[config.mk]
export PLATFORM = sky130hd
export DESIGN_NAME = decoder_select_scanner
export DESIGN_NICKNAME = d
export VERILOG_FILES = /design/src/rtl/decoder_select_scanner.sv
export SDC_FILE = /design/constraint.sdc
export NUM_CORES = 1
export LEC_CHECK = 0
export ABC_AREA = 1
export ABC_CLOCK_PERIOD_IN_PS = 2100
export BUFFER_PORTS_ARGS = -buffer_cell sky130_fd_sc_hd__buf_4
export CAP_MARGIN = 25
export CORE_MARGIN = 8
export CORE_UTILIZATION = 57
export DETAILED_ROUTE_END_ITERATION = 7
export HOLD_SLACK_MARGIN = 0.1
export PLACE_DENSITY = 0.79
export SETUP_SLACK_MARGIN = 0.5
export SYNTH_ARGS = -nofsm -noshare
export SYNTH_HDL_FRONTEND = slang
export SYNTH_SLANG_ARGS = --single-unit
[constraint.sdc]
create_clock -name clk -period 2.1 [get_ports clk]
set_input_delay 0.525 -clock clk [delete_from_list [all_inputs] [get_ports clk]]
set_output_delay 0.525 -clock clk [all_outputs]
set_load 0.02 [all_outputs]
[src/rtl/decoder_select_scanner.sv]
`default_nettype none
// ============================================================================
//  Module      : decoder_select_scanner
//  Description : Sequential select generator for a 3-to-8 decoder. Walks a
//                3-bit index 0..LAST_INDEX either on a programmable dwell
//                timer (auto-scan) or one position per step pulse (manual),
//                with a valid qualifier and a one-cycle wrap pulse.
//  Revision    : 1.0 - initial release
// ============================================================================
module decoder_select_scanner #(
  parameter int DWELL_W    = 16,
  parameter int LAST_INDEX = 7
) (
  input  logic               clk,
  input  logic               rst_n,
  input  logic               en,
  input  logic               mode,
  input  logic [DWELL_W-1:0] dwell,
  input  logic               step,
  input  logic               hold,
  output logic               a,
  output logic               b,
  output logic               c,
  output logic               sel_valid,
  output logic               wrap
);

  // Out-of-range LAST_INDEX values are pinned into 1..7 so the index can
  // never leave the decoder's 3-bit range.
  localparam int LAST_CLAMP = (LAST_INDEX < 1) ? 1 :
                              ((LAST_INDEX > 7) ? 7 : LAST_INDEX);
  localparam logic [2:0] LAST_IDX = 3'(LAST_CLAMP);

  localparam logic [2:0]         IDX_ZERO = 3'd0;
  localparam logic [2:0]         IDX_ONE  = 3'd1;
  localparam logic [DWELL_W-1:0] CNT_ZERO = '0;
  localparam logic [DWELL_W-1:0] CNT_ONE  = {{(DWELL_W-1){1'b0}}, 1'b1};

  // Scanner states
  localparam logic [1:0] ST_IDLE = 2'd0;
  localparam logic [1:0] ST_AUTO = 2'd1;
  localparam logic [1:0] ST_STEP = 2'd2;

  // Registered state
  logic [1:0]         state;
  logic [2:0]         idx;
  logic [DWELL_W-1:0] cnt;
  logic [DWELL_W-1:0] dwell_lat;

  // Next-state values
  logic [1:0]         state_nxt;
  logic [2:0]         idx_nxt;
  logic [DWELL_W-1:0] cnt_nxt;
  logic [DWELL_W-1:0] dwell_lat_nxt;
  logic               valid_nxt;
  logic               wrap_nxt;
  logic               advance;

  // Next-state decode: en=0 overrides everything, then per-state behaviour,
  // then the shared advance/wrap rule.
  always_comb begin
    state_nxt     = state;
    idx_nxt       = idx;
    cnt_nxt       = cnt;
    dwell_lat_nxt = dwell_lat;
    valid_nxt     = sel_valid;
    wrap_nxt      = 1'b0;
    advance       = 1'b0;

    if (!en) begin
      state_nxt = ST_IDLE;
      idx_nxt   = IDX_ZERO;
      cnt_nxt   = CNT_ZERO;
      valid_nxt = 1'b0;
    end else begin
      case (state)
        ST_IDLE: begin
          // Mode is only looked at here; changing it while running has no effect.
          state_nxt     = mode ? ST_STEP : ST_AUTO;
          idx_nxt       = IDX_ZERO;
          cnt_nxt       = CNT_ZERO;
          dwell_lat_nxt = dwell;
          valid_nxt     = 1'b1;
        end
        ST_AUTO: begin
          if (!hold) begin
            if (cnt == dwell_lat) begin
              // Re-latch so a dwell change applies from the next index onward.
              cnt_nxt       = CNT_ZERO;
              dwell_lat_nxt = dwell;
              advance       = 1'b1;
            end else begin
              cnt_nxt = cnt + CNT_ONE;
            end
          end
        end
        ST_STEP: begin
          cnt_nxt = CNT_ZERO;
          if (!hold && step) begin
            advance = 1'b1;
          end
        end
        default: begin
          state_nxt = ST_IDLE;
          idx_nxt   = IDX_ZERO;
          cnt_nxt   = CNT_ZERO;
          valid_nxt = 1'b0;
        end
      endcase

      if (advance) begin
        if (idx == LAST_IDX) begin
          idx_nxt  = IDX_ZERO;
          wrap_nxt = 1'b1;
        end else begin
          idx_nxt = idx + IDX_ONE;
        end
      end
    end
  end

  // State registers with synchronous active-low reset.
  always_ff @(posedge clk) begin
    if (!rst_n) begin
      state     <= ST_IDLE;
      idx       <= IDX_ZERO;
      cnt       <= CNT_ZERO;
      dwell_lat <= CNT_ZERO;
      sel_valid <= 1'b0;
      wrap      <= 1'b0;
    end else begin
      state     <= state_nxt;
      idx       <= idx_nxt;
      cnt       <= cnt_nxt;
      dwell_lat <= dwell_lat_nxt;
      sel_valid <= valid_nxt;
      wrap      <= wrap_nxt;
    end
  end

  assign a = idx[0];
  assign b = idx[1];
  assign c = idx[2];

endmodule
`default_nettype wire

==> results of run 1 <==
[registers in the layout (all words and copies together), names as in the netlist]
name and count:
sel_valid 1, idx 3, cnt 16, state 2, wrap 1, dwell_lat 16
[Yosys cell counts, types with 2 or more instances]
library cell | count | area (um2)
buf_4 | 2 | 15.0
nand2_1 | 115 | 432
ha_1 | 6 | 75.1
nor4_1 | 2 | 12.5
nor2_1 | 66 | 248
inv_1 | 32 | 120
nand2_2 | 6 | 37.5
o21ai_0 | 6 | 30.0
inv_2 | 12 | 45.0
nor2_2 | 3 | 18.8
buf_2 | 3 | 15.0
nand4_1 | 12 | 75.1
buf_6 | 2 | 22.5
a21oi_1 | 12 | 60.1
nor3_1 | 9 | 45.0
nand3_1 | 8 | 40.0
dfxtp_1 | 39 | 781
xor2_1 | 4 | 35.0
[power breakdown]
group	internal (mW)	switching [mW]	leakage, nW
Clock	0.233	0.268	0.0422
Combinational	0.136	0.213	0.854
Sequential	0.775	0.0221	0.328
[worst max-delay path, stage by stage, from the launching register on]
cell and delay (ns):
dfxtp_2 0.37, inv_2 0.04, nand2_1 0.09, nand2_1 0.08, nor2_1 0.11, nand2_1 0.07
nor2_2 0.14, nand2_2 0.09, nand2_4 0.14, o211ai_4 0.18, nor2_1 0.15, nor2_1 0.05
[what timing repair did]
item                       CTS  global route
pin swaps                    6            20
setup endpoints to repair   20            34
buffers inserted             2             3
cloned                       3             0
hold endpoints to repair     0             0
resized for setup           21            34
[per-stage QoR]
step	hold slack [ns]	area, um2	setup WS [ns]	total power, mW
6_report	0.428	2710	0.493	1.65
3_3_place_gp	0.445	2410	0.373	1.09
3_5_place_dp	0.452	2410	0.321	1.10
5_1_grt	0.433	2710	0.299	1.72
4_1_cts	0.441	2620	0.465	1.63
2_1_floorplan	0.456	2180	0.564	1.03
[kinds of logic (layout without fill, tap and decap cells)]
logic type      after synthesis  count (layout)
xor+xnor                      4               4
buf+inv                      53              88
fa+ha+maj                     6               6
simple gates                224             224
compound gates               21              24
flops                        39              39
[final cells by class]
type                            instances  area [um2]
Clock inverter                          1        5.00
Fill cell                             307         947
Clock buffer                            7        76.3
Tap cell                               48        60.1
Inverter                               45         169
Multi-Input combinational cell        258        1330
Timing Repair Buffer                   35         263
Sequential cell                        39         811
[worst max path at each step]
| stage | endpoint | slack [ns] | cells after the start |
|---|---|---|---|
| 2_1_floorplan | dwell_lat[10]$_SDFFE_PN0P_ | 0.56 | 6 |
| 3_5_place_dp | dwell_lat[10]$_SDFFE_PN0P_ | 0.32 | 6 |
| 6_report | dwell_lat[11]$_SDFFE_PN0P_ | 0.49 | 11 |
| 3_3_place_gp | dwell_lat[9]$_SDFFE_PN0P_ | 0.37 | 6 |
| 4_1_cts | state[0]$_SDFFE_PN0P_ | 0.46 | 6 |
| 5_1_grt | dwell_lat[2]$_SDFFE_PN0P_ | 0.30 | 12 |
[per-layer routing]
layer  vias to the layer above  track usage [%]  wire, um
met4                         0             9.62       179
met2                        98             31.5      2760
met5                         -                0         0
met3                        22             4.84       519
met1                      1057             23.6      2490
li1                       1153                -         -
==> flow_summary.toml, run 1 <==
[power]
peakVddDrop_mv = 0.370
p_per_area_nw_per_um2 = 607
power_leakage_nw = 1.22

[die]
rows = 22
die-area_um2 = 6050
io_pins = 27
die-height_um = 77.8
start_util_pct = 59.5
coreArea_um2 = 3660
die_x_um = 77.8

[timing]
tightest_slew_ns = 0.412
fmaxAchievable_mhz = 622
slew_headroom_pct = 72.4
setup_viol = 0
finClkSkew_ns = 0.0117
finalHoldViolations = 0
tns_ns = 0
slew_viol_final = 0
grt_setup_unrepaired = "true"
min_period_over_period_pct = 76.5
fin_crit_ns = 1.61

[logic_synthesis]
ys_ff_latch = 39
synth_top_family_by_area = "simple AND/OR/NAND/NOR gates"
synthDistinctLibCells = 26
yosysSeqAreaShare_pct = 35.9
ys_async_sr_fraction_pct = 0
ys_warn_count = 0
syn_area_per_cell_um2 = 6.27
synthAdderAreaFrac_pct = 3.45
syn-num-nets = 375
synth_edf_count = 0
ys.flop_type = "dfxtp_1"
synthSimpleGateAreaFrac_pct = 42.9
muxShareOfSynthArea_pct = 0
synth_compound_area_share_pct = 5.86
synthXorXnorAreaFrac_pct = 1.61
syn_area_um2 = 2180
synthCells = 347

[layout]
final_cell_count_no_fill = 433
fin_util_pct = 74.1
drive_gt1_share_pct = 29.4
mostFrequentLayoutCell = "nand2_1"
area_growth_syn_to_layout_pct = 24.7
layout_common_cells = "105 x nand2_1, 58 x nor2_1, 35 x buf_4"
diodes = 0
fin_nets = 412

[worst_setup_path]
setup.worst_path.start_class = "flop"
cp_data_arrival_time_ns = 1.80
startpoint = "cnt[1]$_SDFFE_PN0N_"
crit_type = "reg2reg"
rrSetupSlack_ns = 0.49
r2r-end = "dwell_lat[11]$_SDFFE_PN0P_"
crit_fanout = 8
r2r_start = "cnt[1]$_SDFFE_PN0N_"
reg2reg_depth = 11
end_kind = "flop"
crit_required_ns = 2.29

[clock_tree]
cts_hold_buf = 0
cts_tree = "built"
cts_root_buf = "clkbuf_8"
clock_path_buffers = 2
clk_latency_ns = 0.30
cts_sinks = 39
htree_levels = 2
numCtsBuffers = 5
clk_pin_slew_ns = 0.08

[grt]
grt_pass1_vias = 2178
grt.total_usage_pct = 19.5
grt_max_degree = 17
grt_overflow = 0
grt_pass1_wl_um = 9650
antenna_found_initial = 0

[detailed_routing]
first_pass_iters = 4
routed_wl_um = 5950
drt_iter0_markers = 227
viasPerCell = 5.38
wire_per_inst_um = 13.7
drtAntennaViolNets = 0
num_vias = 2330
route.detailed.drc = 0

[min_path]
hp-start = "dwell[6]"
hold_path.class = "in2reg"
min_to = "dwell_lat[6]$_SDFFE_PN0P_"
whs_path_depth = 3

[placement]
dp_cells = 417
hpwl_um = 3750
port_buffers = 26
place.gp.congestion = 0.852

[flow_run]
cap_violations = 0

[outcome]
status = "finished clean"
(Power assumes the default switching activity.)
==> run 2, diff against run 1 <==
ABC_CLOCK_PERIOD_IN_PS = 1600   (was 2100)
clock period = 1.6 ns   (was 2.1 ns; I/O delays follow)
==> run 2 against run 1 <==
The flow now finishes with violations (setup timing); worst setup slack got worse by 0.67 ns; worst hold slack worse by 0.11 ns; sequential share of layout area shrank 3.2 points; global-route usage up 3.3 points; clock skew decreased by 0.0010 ns; combinational power up 74%; highest routed layer unchanged.
==> flow_summary.toml, run 2 (synthesis results as in run 1) <==
[detailed_routing]
num_vias = 2666
viasPerCell = 5.81
met1_length_um = 2970
drt_iter0_markers = 352
route.detailed.drc = 0
wire_per_inst_um = 17.7
routed_wl_um = 8110
first_pass_iters = 5
drtAntennaViolNets = 0
routed.top_layer = "met4"
met3WireLength_um = 735
wl_met2_um = 3790

[grt]
grt_pass1_vias = 2457
grt_max_degree = 17
grt_overflow = 0
antenna_found_initial = 0
grt_pass1_wl_um = 11200
grt.total_usage_pct = 22.9

[power]
p_per_area_nw_per_um2 = 762
peakVddDrop_mv = 0.550
power_leakage_nw = 1.44

[die]
die_x_um = 77.8
start_util_pct = 59.5
rows = 22
die-area_um2 = 6050
die-height_um = 77.8
io_pins = 27
coreArea_um2 = 3660

[layout]
reg.largest.list = "cnt: 16 flops, dwell_lat: 16 flops, idx: 3 flops"
layout_common_cells = "85 x nand2_1, 54 x nor2_1, 49 x buf_4"
area_growth_syn_to_layout_pct = 44.9
diodes = 0
fin_area_um2 = 3160
fin_nets = 438
mostFrequentLayoutCell = "nand2_1"
fin_util_pct = 86.2
drive_gt1_share_pct = 46.0

[timing]
tns_ns = -2.96
slew_viol_final = 0
hold-worst-slack_ns = 0.319
setup_viol = 36
fin_ws_ns = -0.174
min_period_over_period_pct = 111
finalHoldViolations = 0
fin_crit_ns = 1.77
slew_headroom_pct = 66.9
fmaxAchievable_mhz = 564
grt_setup_unrepaired = "true"
finClkSkew_ns = 0.0107
tightest_slew_ns = 0.493

[outcome]
status = "finished with violations"
violations = "setup timing"

[worst_setup_path]
crit_required_ns = 1.80
rrSetupSlack_ns = -0.17
crit_type = "reg2reg"
cp_data_arrival_time_ns = 1.97
setup.worst_path.start_class = "flop"
crit_fanout = 3
end_kind = "flop"

[placement]
dpl_cell_area_um2 = 2510
dp_slack_ns = -0.148
hpwl_um = 4000
place.gp.congestion = 0.857
port_buffers = 26

[min_path]
hold_path.class = "in2reg"

[clock_tree]
cts_hold_buf = 0
cts_root_buf = "clkbuf_8"
cts_sinks = 39
numCtsBuffers = 5
clock_path_buffers = 2
clk_pin_slew_ns = 0.08
cts_tree = "built"
htree_levels = 2
clk_latency_ns = 0.30

[flow_run]
cap_violations = 0
[run 2: cell types whose count changed in the layout (fill, tap and decap cells not counted), sizes merged]
cell	change
clkbuf	+1
clkinv	-1
buf	+26
[run 2: through the flow]
| stage | total power [mW] | std cells |
|---|---|---|
| after floorplan | 1.36 | 347 |
| after global placement | 1.45 | 423 |
| after detailed placement | 1.46 | 423 |
| after CTS | 2.27 | 452 |
| after global routing | 2.49 | 459 |
| final | 2.40 | 459 |
[run 2: cell type report]
class / instances / area, um2
well taps: 48 / 60.1
inverters: 45 / 178
multi-input cells: 258 / 1460
repair buffers: 61 / 512
clock buffers: 8 / 100
fillers: 196 / 505
flip-flops and latches: 39 / 842
[run 2: critical path, stage by stage, from the launching register on]
cell,delay [ns]
dfxtp_1,0.37
inv_1,0.07
nand2_1,0.13
nand2_1,0.11
nor2_1,0.12
nand2_1,0.10
nor2_4,0.13
nand2_4,0.09
nor2_2,0.15
inv_2,0.09
buf_4,0.16
nand4_1,0.08
inv_1,0.07
[run 2: path summary, 6_finish.rpt]
path,end,depth (start not counted),from
worst min-delay path,dwell_lat[7]$_SDFFE_PN0P_,3,dwell[7]
worst max register to register,cnt[8]$_SDFFE_PN0N_,12,dwell_lat[0]$_SDFFE_PN0P_
worst min register to register,sel_valid$_SDFFE_PN0P_,2,sel_valid$_SDFFE_PN0P_
worst max-delay path,cnt[8]$_SDFFE_PN0N_,12,dwell_lat[0]$_SDFFE_PN0P_
[run 2: timing repair]
| item | CTS | global route |
|---|---|---|
| setup buffers | 18 | 7 |
| endpoints found under the setup margin | 42 | 43 |
| resized for setup | 43 | 60 |
| pin swaps | 25 | 38 |
| gates cloned | 3 | 0 |
[run 2: metal layers]
layer / vias up / global-route usage, %
met5: - / 0
li1: 1210 / -
met4: 0 / 13.6
met3: 72 / 5.88
met2: 211 / 38.5
met1: 1173 / 25.3
[run 2: power by group]
| group | switching, mW | leakage [nW] | internal, mW |
|---|---|---|---|
| clock network | 0.356 | 0.0515 | 0.394 |
| registers | 0.0359 | 0.335 | 1.01 |
| logic | 0.364 | 1.05 | 0.244 |
